`config.mk`:
```
export PLATFORM = sky130hd
export DESIGN_NAME = spi_wb_master_bridge_flat
export DESIGN_NICKNAME = d
export VERILOG_FILES = /design/src/rtl/spi_wb_master_bridge_if.sv /design/src/rtl/spi_wb_master_bridge.sv /design/src/flat_wrapper.sv
export SDC_FILE = /design/constraint.sdc
export NUM_CORES = 1
export LEC_CHECK = 0
export ABC_AREA = 1
export CELL_PAD_IN_SITES_DETAIL_PLACEMENT = 0
export CELL_PAD_IN_SITES_GLOBAL_PLACEMENT = 1
export CORE_MARGIN = 2
export CORE_UTILIZATION = 45
export CTS_BUF_LIST = sky130_fd_sc_hd__clkbuf_4
export DETAILED_ROUTE_END_ITERATION = 10
export MAX_ROUTING_LAYER = met4
export PLACE_DENSITY = 0.94
export SLEW_MARGIN = 5
export SYNTH_ARGS = -nofsm -noshare
export SYNTH_HDL_FRONTEND = slang
export SYNTH_SLANG_ARGS = --single-unit
export TNS_END_PERCENT = 10
```
`constraint.sdc`:
```
create_clock -name clk -period 10.2 [get_ports clk]
set_input_delay 3.06 -clock clk [delete_from_list [all_inputs] [get_ports clk]]
set_output_delay 3.06 -clock clk [all_outputs]
set_load 0.1 [all_outputs]
```
`src/rtl/spi_wb_master_bridge_if.sv`:
```
// SPI pins and Wishbone classic master bus of the SPI-to-Wishbone bridge.
// "master" is the bridge side; "slave" is the flight-controller/peripheral side.
interface spi_wb_master_bridge_if #(
  parameter int unsigned ADDR_WIDTH   = 32,
  parameter int unsigned DATA_WIDTH   = 32,
  parameter int unsigned SELECT_WIDTH = 4
);
  logic                    spi_sclk;
  logic                    spi_cs_n;
  logic                    spi_mosi;
  logic                    spi_miso;
  logic [ADDR_WIDTH-1:0]   wbm_adr_o;
  logic [DATA_WIDTH-1:0]   wbm_dat_o;
  logic [DATA_WIDTH-1:0]   wbm_dat_i;
  logic                    wbm_we_o;
  logic [SELECT_WIDTH-1:0] wbm_sel_o;
  logic                    wbm_stb_o;
  logic                    wbm_cyc_o;
  logic                    wbm_ack_i;
  logic                    wbm_err_i;

  modport master (
    input  spi_sclk, spi_cs_n, spi_mosi, wbm_dat_i, wbm_ack_i, wbm_err_i,
    output spi_miso, wbm_adr_o, wbm_dat_o, wbm_we_o, wbm_sel_o, wbm_stb_o, wbm_cyc_o
  );

  modport slave (
    output spi_sclk, spi_cs_n, spi_mosi, wbm_dat_i, wbm_ack_i, wbm_err_i,
    input  spi_miso, wbm_adr_o, wbm_dat_o, wbm_we_o, wbm_sel_o, wbm_stb_o, wbm_cyc_o
  );
endinterface

```
`src/rtl/spi_wb_master_bridge.sv`:
```
// SPI mode-0 slave that turns CMD/ADDR/DATA frames into single 32-bit Wishbone classic cycles.
// SPI is oversampled in the clk domain; the bus cycle runs alongside the remaining SPI bits.
module spi_wb_master_bridge #(
  parameter int unsigned DATA_WIDTH   = 32,
  parameter int unsigned ADDR_WIDTH   = 32,
  parameter int unsigned SELECT_WIDTH = 4,
  parameter int unsigned SYNC_STAGES  = 2,
  parameter int unsigned WB_TIMEOUT   = 255
) (
  input  logic                   clk,
  input  logic                   rst,
  spi_wb_master_bridge_if.master bus,
  output logic                   busy_o
);
  localparam int unsigned TO_W = $clog2(WB_TIMEOUT + 1);
  localparam logic [7:0] CMD_RD    = 8'hA1;
  localparam logic [7:0] CMD_WR    = 8'hA2;
  localparam logic [7:0] ST_OK     = 8'h01;
  localparam logic [7:0] ST_FAIL   = 8'hEE;
  localparam logic [7:0] ST_BADCMD = 8'hEC;
  localparam logic [DATA_WIDTH-1:0] DEAD = DATA_WIDTH'(32'hDEADBEEF);

  typedef enum logic [2:0] {S_IDLE, S_CMD, S_ADDR, S_WDATA, S_RPAD, S_RDATA, S_DONE} state_e;

  logic [SYNC_STAGES-1:0] sclk_s_q, cs_s_q, mosi_s_q;
  logic sclk_prev_q, cs_prev_q;
  logic sclk_rise, sclk_fall, cs_fall, cs_n, mosi;

  always_ff @(posedge clk or posedge rst) begin
    if (rst) begin
      sclk_s_q    <= '0;
      cs_s_q      <= '1;
      mosi_s_q    <= '0;
      sclk_prev_q <= 1'b0;
      cs_prev_q   <= 1'b1;
    end else begin
      sclk_s_q    <= {sclk_s_q[SYNC_STAGES-2:0], bus.spi_sclk};
      cs_s_q      <= {cs_s_q[SYNC_STAGES-2:0], bus.spi_cs_n};
      mosi_s_q    <= {mosi_s_q[SYNC_STAGES-2:0], bus.spi_mosi};
      sclk_prev_q <= sclk_s_q[SYNC_STAGES-1];
      cs_prev_q   <= cs_s_q[SYNC_STAGES-1];
    end
  end

  assign sclk_rise = sclk_s_q[SYNC_STAGES-1] & ~sclk_prev_q;
  assign sclk_fall = ~sclk_s_q[SYNC_STAGES-1] & sclk_prev_q;
  assign cs_n      = cs_s_q[SYNC_STAGES-1];
  assign cs_fall   = ~cs_n & cs_prev_q;
  assign mosi      = mosi_s_q[SYNC_STAGES-1];

  state_e                  state_q, state_d;
  logic [5:0]              bit_cnt_q, bit_cnt_d;
  logic [6:0]              cmd_q, cmd_d;
  logic                    is_wr_q, is_wr_d;
  logic [ADDR_WIDTH-1:0]   adr_q, adr_d;
  logic [DATA_WIDTH-1:0]   wdat_q, wdat_d, tx_q, tx_d, rdata_q, rdata_d;
  logic [7:0]              status_q, status_d;
  logic                    stb_q, stb_d, we_q, we_d;
  logic [TO_W-1:0]         to_cnt_q, to_cnt_d;
  logic [7:0]              cmd_byte;

  assign cmd_byte = {cmd_q, mosi};

  always_ff @(posedge clk or posedge rst) begin
    if (rst) begin
      state_q   <= S_IDLE;
      bit_cnt_q <= '0;
      cmd_q     <= '0;
      is_wr_q   <= 1'b0;
      adr_q     <= '0;
      wdat_q    <= '0;
      tx_q      <= '0;
      rdata_q   <= '0;
      status_q  <= '0;
      stb_q     <= 1'b0;
      we_q      <= 1'b0;
      to_cnt_q  <= '0;
    end else begin
      state_q   <= state_d;
      bit_cnt_q <= bit_cnt_d;
      cmd_q     <= cmd_d;
      is_wr_q   <= is_wr_d;
      adr_q     <= adr_d;
      wdat_q    <= wdat_d;
      tx_q      <= tx_d;
      rdata_q   <= rdata_d;
      status_q  <= status_d;
      stb_q     <= stb_d;
      we_q      <= we_d;
      to_cnt_q  <= to_cnt_d;
    end
  end

  always_comb begin
    state_d   = state_q;
    bit_cnt_d = bit_cnt_q;
    cmd_d     = cmd_q;
    is_wr_d   = is_wr_q;
    adr_d     = adr_q;
    wdat_d    = wdat_q;
    tx_d      = tx_q;
    rdata_d   = rdata_q;
    status_d  = status_q;
    stb_d     = stb_q;
    we_d      = we_q;
    to_cnt_d  = to_cnt_q;

    // Bus cycle runs independently of CS so an abandoned frame's cycle still completes.
    if (stb_q) begin
      if (bus.wbm_ack_i) begin
        stb_d = 1'b0; we_d = 1'b0; rdata_d = bus.wbm_dat_i; status_d = ST_OK;
      end else if (bus.wbm_err_i || to_cnt_q == TO_W'(WB_TIMEOUT - 1)) begin
        stb_d = 1'b0; we_d = 1'b0; rdata_d = DEAD; status_d = ST_FAIL;
      end else begin
        to_cnt_d = to_cnt_q + 1'b1;
      end
    end

    if (cs_n) begin
      state_d = S_IDLE;
    end else if (cs_fall) begin
      bit_cnt_d = '0;
      // A frame starting while the previous cycle is still in flight is ignored.
      if (stb_q) begin
        tx_d    = '0;
        state_d = S_DONE;
      end else begin
        tx_d    = {status_q, {(DATA_WIDTH-8){1'b0}}};
        state_d = S_CMD;
      end
    end else begin
      if (sclk_fall) begin
        // First RDATA fall loads read data instead of shifting; a late cycle is abandoned.
        if (state_q == S_RDATA && bit_cnt_q == 6'd0) begin
          if (stb_q) begin
            tx_d = DEAD; stb_d = 1'b0; we_d = 1'b0; status_d = ST_FAIL;
          end else begin
            tx_d = rdata_q;
          end
        end else begin
          tx_d = {tx_q[DATA_WIDTH-2:0], 1'b0};
        end
      end
      if (sclk_rise) begin
        bit_cnt_d = bit_cnt_q + 6'd1;
        unique case (state_q)
          S_CMD: begin
            cmd_d = cmd_byte[6:0];
            if (bit_cnt_q == 6'd7) begin
              bit_cnt_d = '0;
              if (cmd_byte == CMD_WR || cmd_byte == CMD_RD) begin
                is_wr_d = (cmd_byte == CMD_WR);
                state_d = S_ADDR;
              end else begin
                status_d = ST_BADCMD;
                state_d  = S_DONE;
              end
            end
          end
          S_ADDR: begin
            adr_d = {adr_q[ADDR_WIDTH-2:0], mosi};
            if (bit_cnt_q == 6'd31) begin
              bit_cnt_d = '0;
              if (is_wr_q) begin
                state_d = S_WDATA;
              end else begin
                stb_d = 1'b1; we_d = 1'b0; to_cnt_d = '0;
                state_d = S_RPAD;
              end
            end
          end
          S_WDATA: begin
            wdat_d = {wdat_q[DATA_WIDTH-2:0], mosi};
            if (bit_cnt_q == 6'd31) begin
              bit_cnt_d = '0;
              stb_d = 1'b1; we_d = 1'b1; to_cnt_d = '0;
              state_d = S_DONE;
            end
          end
          S_RPAD: begin
            if (bit_cnt_q == 6'd7) begin
              bit_cnt_d = '0;
              state_d   = S_RDATA;
            end
          end
          S_RDATA: begin
            if (bit_cnt_q == 6'd31) begin
              bit_cnt_d = '0;
              state_d   = S_DONE;
            end
          end
          default: bit_cnt_d = bit_cnt_q;
        endcase
      end
    end
  end

  assign bus.spi_miso  = tx_q[DATA_WIDTH-1];
  assign bus.wbm_adr_o = adr_q;
  assign bus.wbm_dat_o = wdat_q;
  assign bus.wbm_we_o  = we_q;
  assign bus.wbm_sel_o = {SELECT_WIDTH{stb_q}};
  assign bus.wbm_stb_o = stb_q;
  assign bus.wbm_cyc_o = stb_q;
  assign busy_o        = ~cs_n | stb_q;
endmodule
```
`src/flat_wrapper.sv`:
```
// flat-port wrapper written by rule: the top's interface ports become plain ports
module spi_wb_master_bridge_flat 
#(
  parameter int unsigned DATA_WIDTH   = 32,
  parameter int unsigned ADDR_WIDTH   = 32,
  parameter int unsigned SELECT_WIDTH = 4,
  parameter int unsigned SYNC_STAGES  = 2,
  parameter int unsigned WB_TIMEOUT   = 255
)
  (clk, rst, busy_o, bus_spi_sclk, bus_spi_cs_n, bus_spi_mosi, bus_wbm_dat_i, bus_wbm_ack_i, bus_wbm_err_i, bus_spi_miso, bus_wbm_adr_o, bus_wbm_dat_o, bus_wbm_we_o, bus_wbm_sel_o, bus_wbm_stb_o, bus_wbm_cyc_o);
  spi_wb_master_bridge_if #(.ADDR_WIDTH(ADDR_WIDTH), .DATA_WIDTH(DATA_WIDTH), .SELECT_WIDTH(SELECT_WIDTH)) bus_i ();
  input  logic clk;
  input  logic rst;
  output logic busy_o;
  input wire logic [$bits(bus_i.spi_sclk)-1:0] bus_spi_sclk;
  input wire logic [$bits(bus_i.spi_cs_n)-1:0] bus_spi_cs_n;
  input wire logic [$bits(bus_i.spi_mosi)-1:0] bus_spi_mosi;
  input wire logic [$bits(bus_i.wbm_dat_i)-1:0] bus_wbm_dat_i;
  input wire logic [$bits(bus_i.wbm_ack_i)-1:0] bus_wbm_ack_i;
  input wire logic [$bits(bus_i.wbm_err_i)-1:0] bus_wbm_err_i;
  output wire logic [$bits(bus_i.spi_miso)-1:0] bus_spi_miso;
  output wire logic [$bits(bus_i.wbm_adr_o)-1:0] bus_wbm_adr_o;
  output wire logic [$bits(bus_i.wbm_dat_o)-1:0] bus_wbm_dat_o;
  output wire logic [$bits(bus_i.wbm_we_o)-1:0] bus_wbm_we_o;
  output wire logic [$bits(bus_i.wbm_sel_o)-1:0] bus_wbm_sel_o;
  output wire logic [$bits(bus_i.wbm_stb_o)-1:0] bus_wbm_stb_o;
  output wire logic [$bits(bus_i.wbm_cyc_o)-1:0] bus_wbm_cyc_o;
  assign bus_i.spi_sclk = bus_spi_sclk;
  assign bus_i.spi_cs_n = bus_spi_cs_n;
  assign bus_i.spi_mosi = bus_spi_mosi;
  assign bus_i.wbm_dat_i = bus_wbm_dat_i;
  assign bus_i.wbm_ack_i = bus_wbm_ack_i;
  assign bus_i.wbm_err_i = bus_wbm_err_i;
  assign bus_spi_miso = bus_i.spi_miso;
  assign bus_wbm_adr_o = bus_i.wbm_adr_o;
  assign bus_wbm_dat_o = bus_i.wbm_dat_o;
  assign bus_wbm_we_o = bus_i.wbm_we_o;
  assign bus_wbm_sel_o = bus_i.wbm_sel_o;
  assign bus_wbm_stb_o = bus_i.wbm_stb_o;
  assign bus_wbm_cyc_o = bus_i.wbm_cyc_o;
  spi_wb_master_bridge #(.DATA_WIDTH(DATA_WIDTH), .ADDR_WIDTH(ADDR_WIDTH), .SELECT_WIDTH(SELECT_WIDTH), .SYNC_STAGES(SYNC_STAGES), .WB_TIMEOUT(WB_TIMEOUT)) u_core (.clk(clk), .rst(rst), .bus(bus_i), .busy_o(busy_o));
endmodule
```
==> flow_metrics.tcl, run 1 <==
set metrics [dict create \
    outcome "completed" \
    ys_seq_area_frac 0.5743 \
    cts_resized 0 \
    fmax_mhz 164.1 \
    seq_power_share 0.492 \
    die_width_um 132.7 \
    sw_frac_of_total 0.3431 \
    pwr-share-clk 0.288 \
    cp.required_ns 7.14 \
    cts_hold_buf 0 \
    worst_pin_slew_ns 1.054 \
    crit_chain "buf_4, inv_1, nand2_1, clkdlybuf4s50_1" \
    synth-compound-area-share 0.1329 \
    synth_adder_area_share 0.006711 \
    muxShareOfSynthArea 0.001510 \
    vdd_ir_drop_max_mv 0.1417 \
    r2r_end "u_core.to_cnt_q[4]" \
    crit_fanout 36 \
    worstHoldPathType "flop to flop" \
    grt_pass1_vias 5838 \
    synth-simple-area-share 0.1960 \
    routed_wl_um 16580 \
    clockBufferDepth 2 \
    synthArstFlopShare 1.000 \
    cts_tree "yes" \
    maxSlewHeadroom 0.2951 \
    min_path_cells 0 \
    setup_viol_count_final 0 \
    drt_iter0_drc 405 \
    critPathKind "flop to output port" \
    fin_crit_ns 6.094 \
    synth-main-ff-cell "dfrtp_1" \
    power_w 0.001531 \
    portBuffers 111 \
    numClockSinks 171 \
    r2r-start "u_core.bus.wbm_cyc_o" \
    finalWeightedCongestion 0.7910 \
    synth-seq-cells 171 \
    nets 1002 \
    post-route-period-util 0.5975 \
    synth_edf_count 0 \
    grt_usage 0.2025 \
    worstSkewPairLatency_ns 0.58 \
    combPwrFrac 0.219 \
    synth_top_family_by_area "simple AND/OR/NAND/NOR gates" \
    finalClockSkew_ns 0.01941 \
    dp_cells 1160 \
    dp_hpwl_um 10840 \
    dpl-instance-area_mm2 0.008658 \
    dr.pass1.iters 5 \
    vias 5968 \
    cts_root_buffer "clkbuf_4" \
    synthToLayoutAreaGrowth_pct 20.54 \
    ios 112 \
    fp-row-count 47 \
    synth.avg_cell_area_um2 8.601 \
    intPower_w 0.001006 \
    post_cts_buffers 0 \
    post_synth_num_cell_types 37 \
    pwr_density_cell_mw_per_mm2 170.3 \
    setup_tns_ns 0 \
    reg2reg_slack_ns 7.84 \
    cp.arrival_ns 3.03 \
    hold_viol 0 \
    finalNonFillerCells 1192 \
    grt-ovfl-total 0 \
    drive_gt1_frac 0.06179 \
    fill_cells 1526 \
    synth_cells 867 \
    design.die.area_mm2 0.01762 \
    stdcell_area_mm2 0.008989 \
    switching_power_w 0.0005252 \
    cts-buffers-inserted 17 \
    wl_per_cell_um 13.91 \
    drv_cap 0 \
    die_y_um 132.7 \
    clkTransAtPathRegs_ns 0.14 \
    antenna_left 0 \
    rsz0062_at_grt "no" \
    remaining_drc_errors 0 \
    finalMaxSlewViolations 0 \
    grt_max_degree 110 \
    start_kind "flop" \
    synth_xor_xnor_area_share 0.002349 \
    slowest_delay_ns 1.15 \
    netlist_area_mm2 0.007457 \
    core_area_mm2 0.01641 \
    via_per_inst 5.007 \
    syn_nets 910 \
    yosys_warnings 0 \
    hp-start "u_core.mosi_s_q[0]" \
    htreeDepth 4 \
    crit_path_end_kind "output port" \
    crit_path_top_delay_cell "clkdlybuf4s50_1" \
    power_leakage_nw 4.295 \
    antenna_found_initial 1 \
    start_util 0.4545 \
    hold_path_end "u_core.mosi_s_q[1]" \
    grt_first_pass_wirelength_um 27960 \
    rr_worst_depth 8 \
]
## synth_stat cells, types with 7 or more instances
cell	number	area (um^2)
nand3_1	52	260.3
nor3_1	19	95.09
nand4_1	7	43.79
o21ai_0	76	380.4
buf_2	11	55.05
dfrtp_1	168	4204
o21ai_1	35	175.2
inv_1	108	405.4
nand2_1	184	690.7
clkbuf_1	17	63.81
nor2_1	67	251.5
a21oi_1	67	335.3
## metrics by stage
step	hold WS [ns]	setup WS, ns	utilization
after floorplan	0.3312	2.513	-
after global placement	0.3330	4.762	0.5277
after detailed placement	0.3358	4.725	0.5277
after CTS	0.3668	4.036	0.5477
after global routing	0.3716	3.866	0.5479
final	0.3635	4.106	0.5479
## state kept, by name, summed over array words and instances (netlist names), 2 cells and up
name / count
u_core.bus.wbm_adr_o: 32
u_core.bus.wbm_dat_o: 32
u_core.rdata_q: 32
u_core.tx_q: 32
u_core.status_q: 8
u_core.to_cnt_q: 8
u_core.cmd_q: 7
u_core.bit_cnt_q: 6
u_core.state_q: 3
u_core.cs_s_q: 2
u_core.mosi_s_q: 2
u_core.sclk_s_q: 2
## cell type report
type | count | area (um^2) | area share
timing repair buffer | 114 | 1134 | 0.1261
sequential | 171 | 4283 | 0.4765
clock buffer | 18 | 135.1 | 0.01503
antenna | 1 | 2.502 | 0.0002784
clock inverter | 13 | 192.7 | 0.02144
multi-input combinational | 541 | 2531 | 0.2816
tap | 220 | 275.3 | 0.03062
inverter | 114 | 435.4 | 0.04844
## power groups by stage
stage / logic (W) / registers (W) / clock network (W)
2_1_floorplan: 0.0000858 / 0.000928 / 0
3_3_place_gp: 0.000334 / 0.000766 / 0
3_5_place_dp: 0.000338 / 0.000767 / 0
4_1_cts: 0.000338 / 0.000754 / 0.000452
5_1_grt: 0.000356 / 0.000759 / 0.000481
6_report: 0.000336 / 0.000754 / 0.000441
## cells in the final DEF (no fill, tap or decap), drive strengths merged
master           n
a22oi            4
inv            116
ha               4
diode            1
xnor2            1
xor2             1
dfrtp          168
a21oi           69
nor3            19
dfstp            3
o21ai          111
nand3           53
clkinvlp         5
buf              3
clkdlybuf4s50  111
clkbuf          18
o211a            1
a31oi            2
bufinv           4
or2              2
o22ai            1
o2111ai          1
nand2          188
clkinv           2
nor2            74
nand4            7
o31ai            1
mux2             1
a21boi           1
## logic make-up (layout without fill, tap and decap cells)
kind of cell	Yosys count	in the layout
other	0	1
AO/OA/AOI/OAI	191	191
XOR/XNOR	2	2
flip-flops	171	171
buffers and inverters	155	259
multiplexers	1	1
AND/OR/NAND/NOR	343	343
adder cells (fa/ha/maj)	4	4
## worst max path at each step
stage	start	to	slack (ns)	depth (start not counted)
floorplan	rst	u_core.bit_cnt_q[0]	2.51	1
global placement	u_core.bus.wbm_cyc_o	busy_o	4.76	4
detailed placement	u_core.bus.wbm_cyc_o	busy_o	4.73	4
CTS	u_core.bus.wbm_cyc_o	busy_o	4.04	4
global route	u_core.bus.wbm_cyc_o	busy_o	3.87	4
finish	u_core.bus.wbm_cyc_o	busy_o	4.11	4
## critical path: cells and delay by family (launching register included)
| family | cells | cell delay [ns] |
|---|---|---|
| flops | 1 | 0.35 |
| buf+inv | 3 | 1.93 |
| simple gates | 1 | 0.17 |
## layer usage
layer	share of wire	wire, um	GRT usage
met1	0.46	7611	0.2660
met2	0.46	7612	0.2965
met3	0.069	1136	0.07203
met4	0.013	217	0.06153
met5	0	0	-
Note: power is estimated with default switching activity, not from simulation.
==> run 2, diff against run 1 <==
--- a/config.mk
+++ b/config.mk
@@ -9,11 +9,11 @@
 export CELL_PAD_IN_SITES_DETAIL_PLACEMENT = 0
 export CELL_PAD_IN_SITES_GLOBAL_PLACEMENT = 1
 export CORE_MARGIN = 2
-export CORE_UTILIZATION = 45
+export CORE_UTILIZATION = 38
 export CTS_BUF_LIST = sky130_fd_sc_hd__clkbuf_4
 export DETAILED_ROUTE_END_ITERATION = 10
 export MAX_ROUTING_LAYER = met4
-export PLACE_DENSITY = 0.94
+export PLACE_DENSITY = 0.85
 export SLEW_MARGIN = 5
 export SYNTH_ARGS = -nofsm -noshare
 export SYNTH_HDL_FRONTEND = slang
==> constraint.sdc (replaced) <==
create_clock -name clk -period 5.2 [get_ports clk]
set_input_delay 1.56 -clock clk [delete_from_list [all_inputs] [get_ports clk]]
set_output_delay 1.56 -clock clk [all_outputs]
set_load 0.1 [all_outputs]
==> run 2 against run 1 <==
- sequential share of layout area shrank 0.20 points
- wire length up 3.3%
- critical path depth did not move
- power rose by 91%
- clock skew up 0.0078 ns
- register-to-register slack got worse by 5.1 ns
- critical endpoint unchanged
- largest cell class unchanged
- largest power group unchanged
- highest routed layer unchanged
==> flow_metrics.tcl, run 2 (synthesized netlist as in run 1, its figures left out) <==
set metrics [dict create \
    worstSkewPairLatency_ns 0.59 \
    cts-buffers-inserted 17 \
    drt_iter0_drc 390 \
    grt_first_pass_wirelength_um 28640 \
    finalMaxSlewViolations 0 \
    grt_usage 0.1805 \
    vdd_ir_drop_max_mv 0.2416 \
    cts_tree "yes" \
    worst_pin_slew_ns 1.130 \
    fin_crit_ns 3.872 \
    rsz0062_at_grt "no" \
    wl_per_cell_um 13.81 \
    grt-ovfl-total 0 \
    pwr_density_cell_mw_per_mm2 323.5 \
    hold_viol 0 \
    final_common_cell "nand2_1" \
    synthToLayoutAreaGrowth_pct 21.06 \
    start_util 0.3857 \
    drv_cap 0 \
    nets 1003 \
    post-route-period-util 0.7447 \
    die_width_um 144.1 \
    critPathKind "flop to output port" \
    drive_gt1_frac 0.06475 \
    cp.arrival_ns 2.31 \
    finalClockSkew_ns 0.02717 \
    die_y_um 144.1 \
    outcome "completed" \
    portBuffers 111 \
    design.die.area_mm2 0.02076 \
    fill_cells 1902 \
    stdcell_area_mm2 0.009027 \
    power_leakage_nw 4.302 \
    setup_tns_ns 0 \
    finalWeightedCongestion 0.8381 \
    routed_wl_um 17130 \
    mostFrequentLayoutCells "nand2_1, dfrtp_1, clkdlybuf4s50_1, inv_1, o21ai_0" \
    antenna_found_initial 1 \
    cts_root_buffer "clkbuf_4" \
    final_util 0.4669 \
    fp-row-count 51 \
    antenna_left 0 \
    vias 5925 \
    start_kind "flop" \
    remaining_drc_errors 0 \
    cts_resized 0 \
    crit_fanout 30 \
    cts_hold_buf 0 \
    fmax_mhz 258.2 \
    maxSlewHeadroom 0.2448 \
    via_per_inst 4.778 \
    post_cts_buffers 0 \
    clockBufferDepth 2 \
    cp.required_ns 3.64 \
    htreeDepth 4 \
    crit_path_end_kind "output port" \
    numClockSinks 171 \
    core_area_mm2 0.01933 \
    setup_viol_count_final 0 \
    grt_pass1_vias 5691 \
    worstHoldPathType "flop to flop" \
    ios 112 \
    clkTransAtPathRegs_ns 0.14 \
    dp_hpwl_um 11370 \
    grt_max_degree 64 \
    dr.pass1.iters 5 \
    dpl-instance-area_mm2 0.008743 \
]
## run 2: area by class of cell
class,count,area (um^2),area share
Multi-Input combinational cell,541,2531,0.2804
Clock inverter,14,143.9,0.01594
Timing Repair Buffer,115,1164,0.1289
Inverter,114,434.2,0.04809
Antenna cell,2,5.005,0.0005544
Sequential cell,171,4283,0.4744
Tap cell,265,331.6,0.03673
Clock buffer,18,135.1,0.01497
## run 2: layer usage
metal  track usage  up-vias  part of all wire
li1              -     2971                 -
met1        0.2365     2815              0.47
met2        0.2747      122              0.46
met3       0.05530       17             0.063
met4       0.04747        0             0.013
met5             -        -                 0
## run 2: path summary, 6_finish.rpt
check	depth (start not counted)	from	endpoint	slack (ns)
min	0	u_core.sclk_s_q[0]	u_core.sclk_s_q[1]	0.37
max in group asynchronous	3	rst	u_core.rdata_q[14]	2.79
max reg2reg	8	u_core.bus.wbm_cyc_o	u_core.to_cnt_q[4]	2.72
min reg2reg	0	u_core.sclk_s_q[0]	u_core.sclk_s_q[1]	0.37
min in group asynchronous	2	rst	u_core.bus.wbm_dat_o[3]	1.52
max	4	u_core.bus.wbm_cyc_o	busy_o	1.33
## run 2: through the flow
step / hold WS (ns) / power, W / worst slack, ns / cells
final: 0.3711 / 0.002921 / 1.328 / 1240
after global routing: 0.3782 / 0.003062 / 1.082 / 1240
after CTS: 0.3737 / 0.002957 / 1.240 / 1238
after detailed placement: 0.3356 / 0.002172 / 1.639 / 1206
after global placement: 0.3332 / 0.002165 / 1.678 / 1206
after floorplan: 0.3312 / 0.001989 / 1.460 / 867
## run 2: power breakdown
group          total (W)  internal [W]  switching [W]  leakage (nW)
Combinational   0.000662      0.000164       0.000498          1.94
Sequential       0.00148       0.00142      0.0000561          2.21
Clock           0.000779      0.000261       0.000517         0.153
## run 2: critical path, cell delays in order (launching register included)
cell     delay, ns
dfrtp_1       0.46
buf_4         0.37
inv_1         0.41
nand2_1       0.19
buf_4         0.31
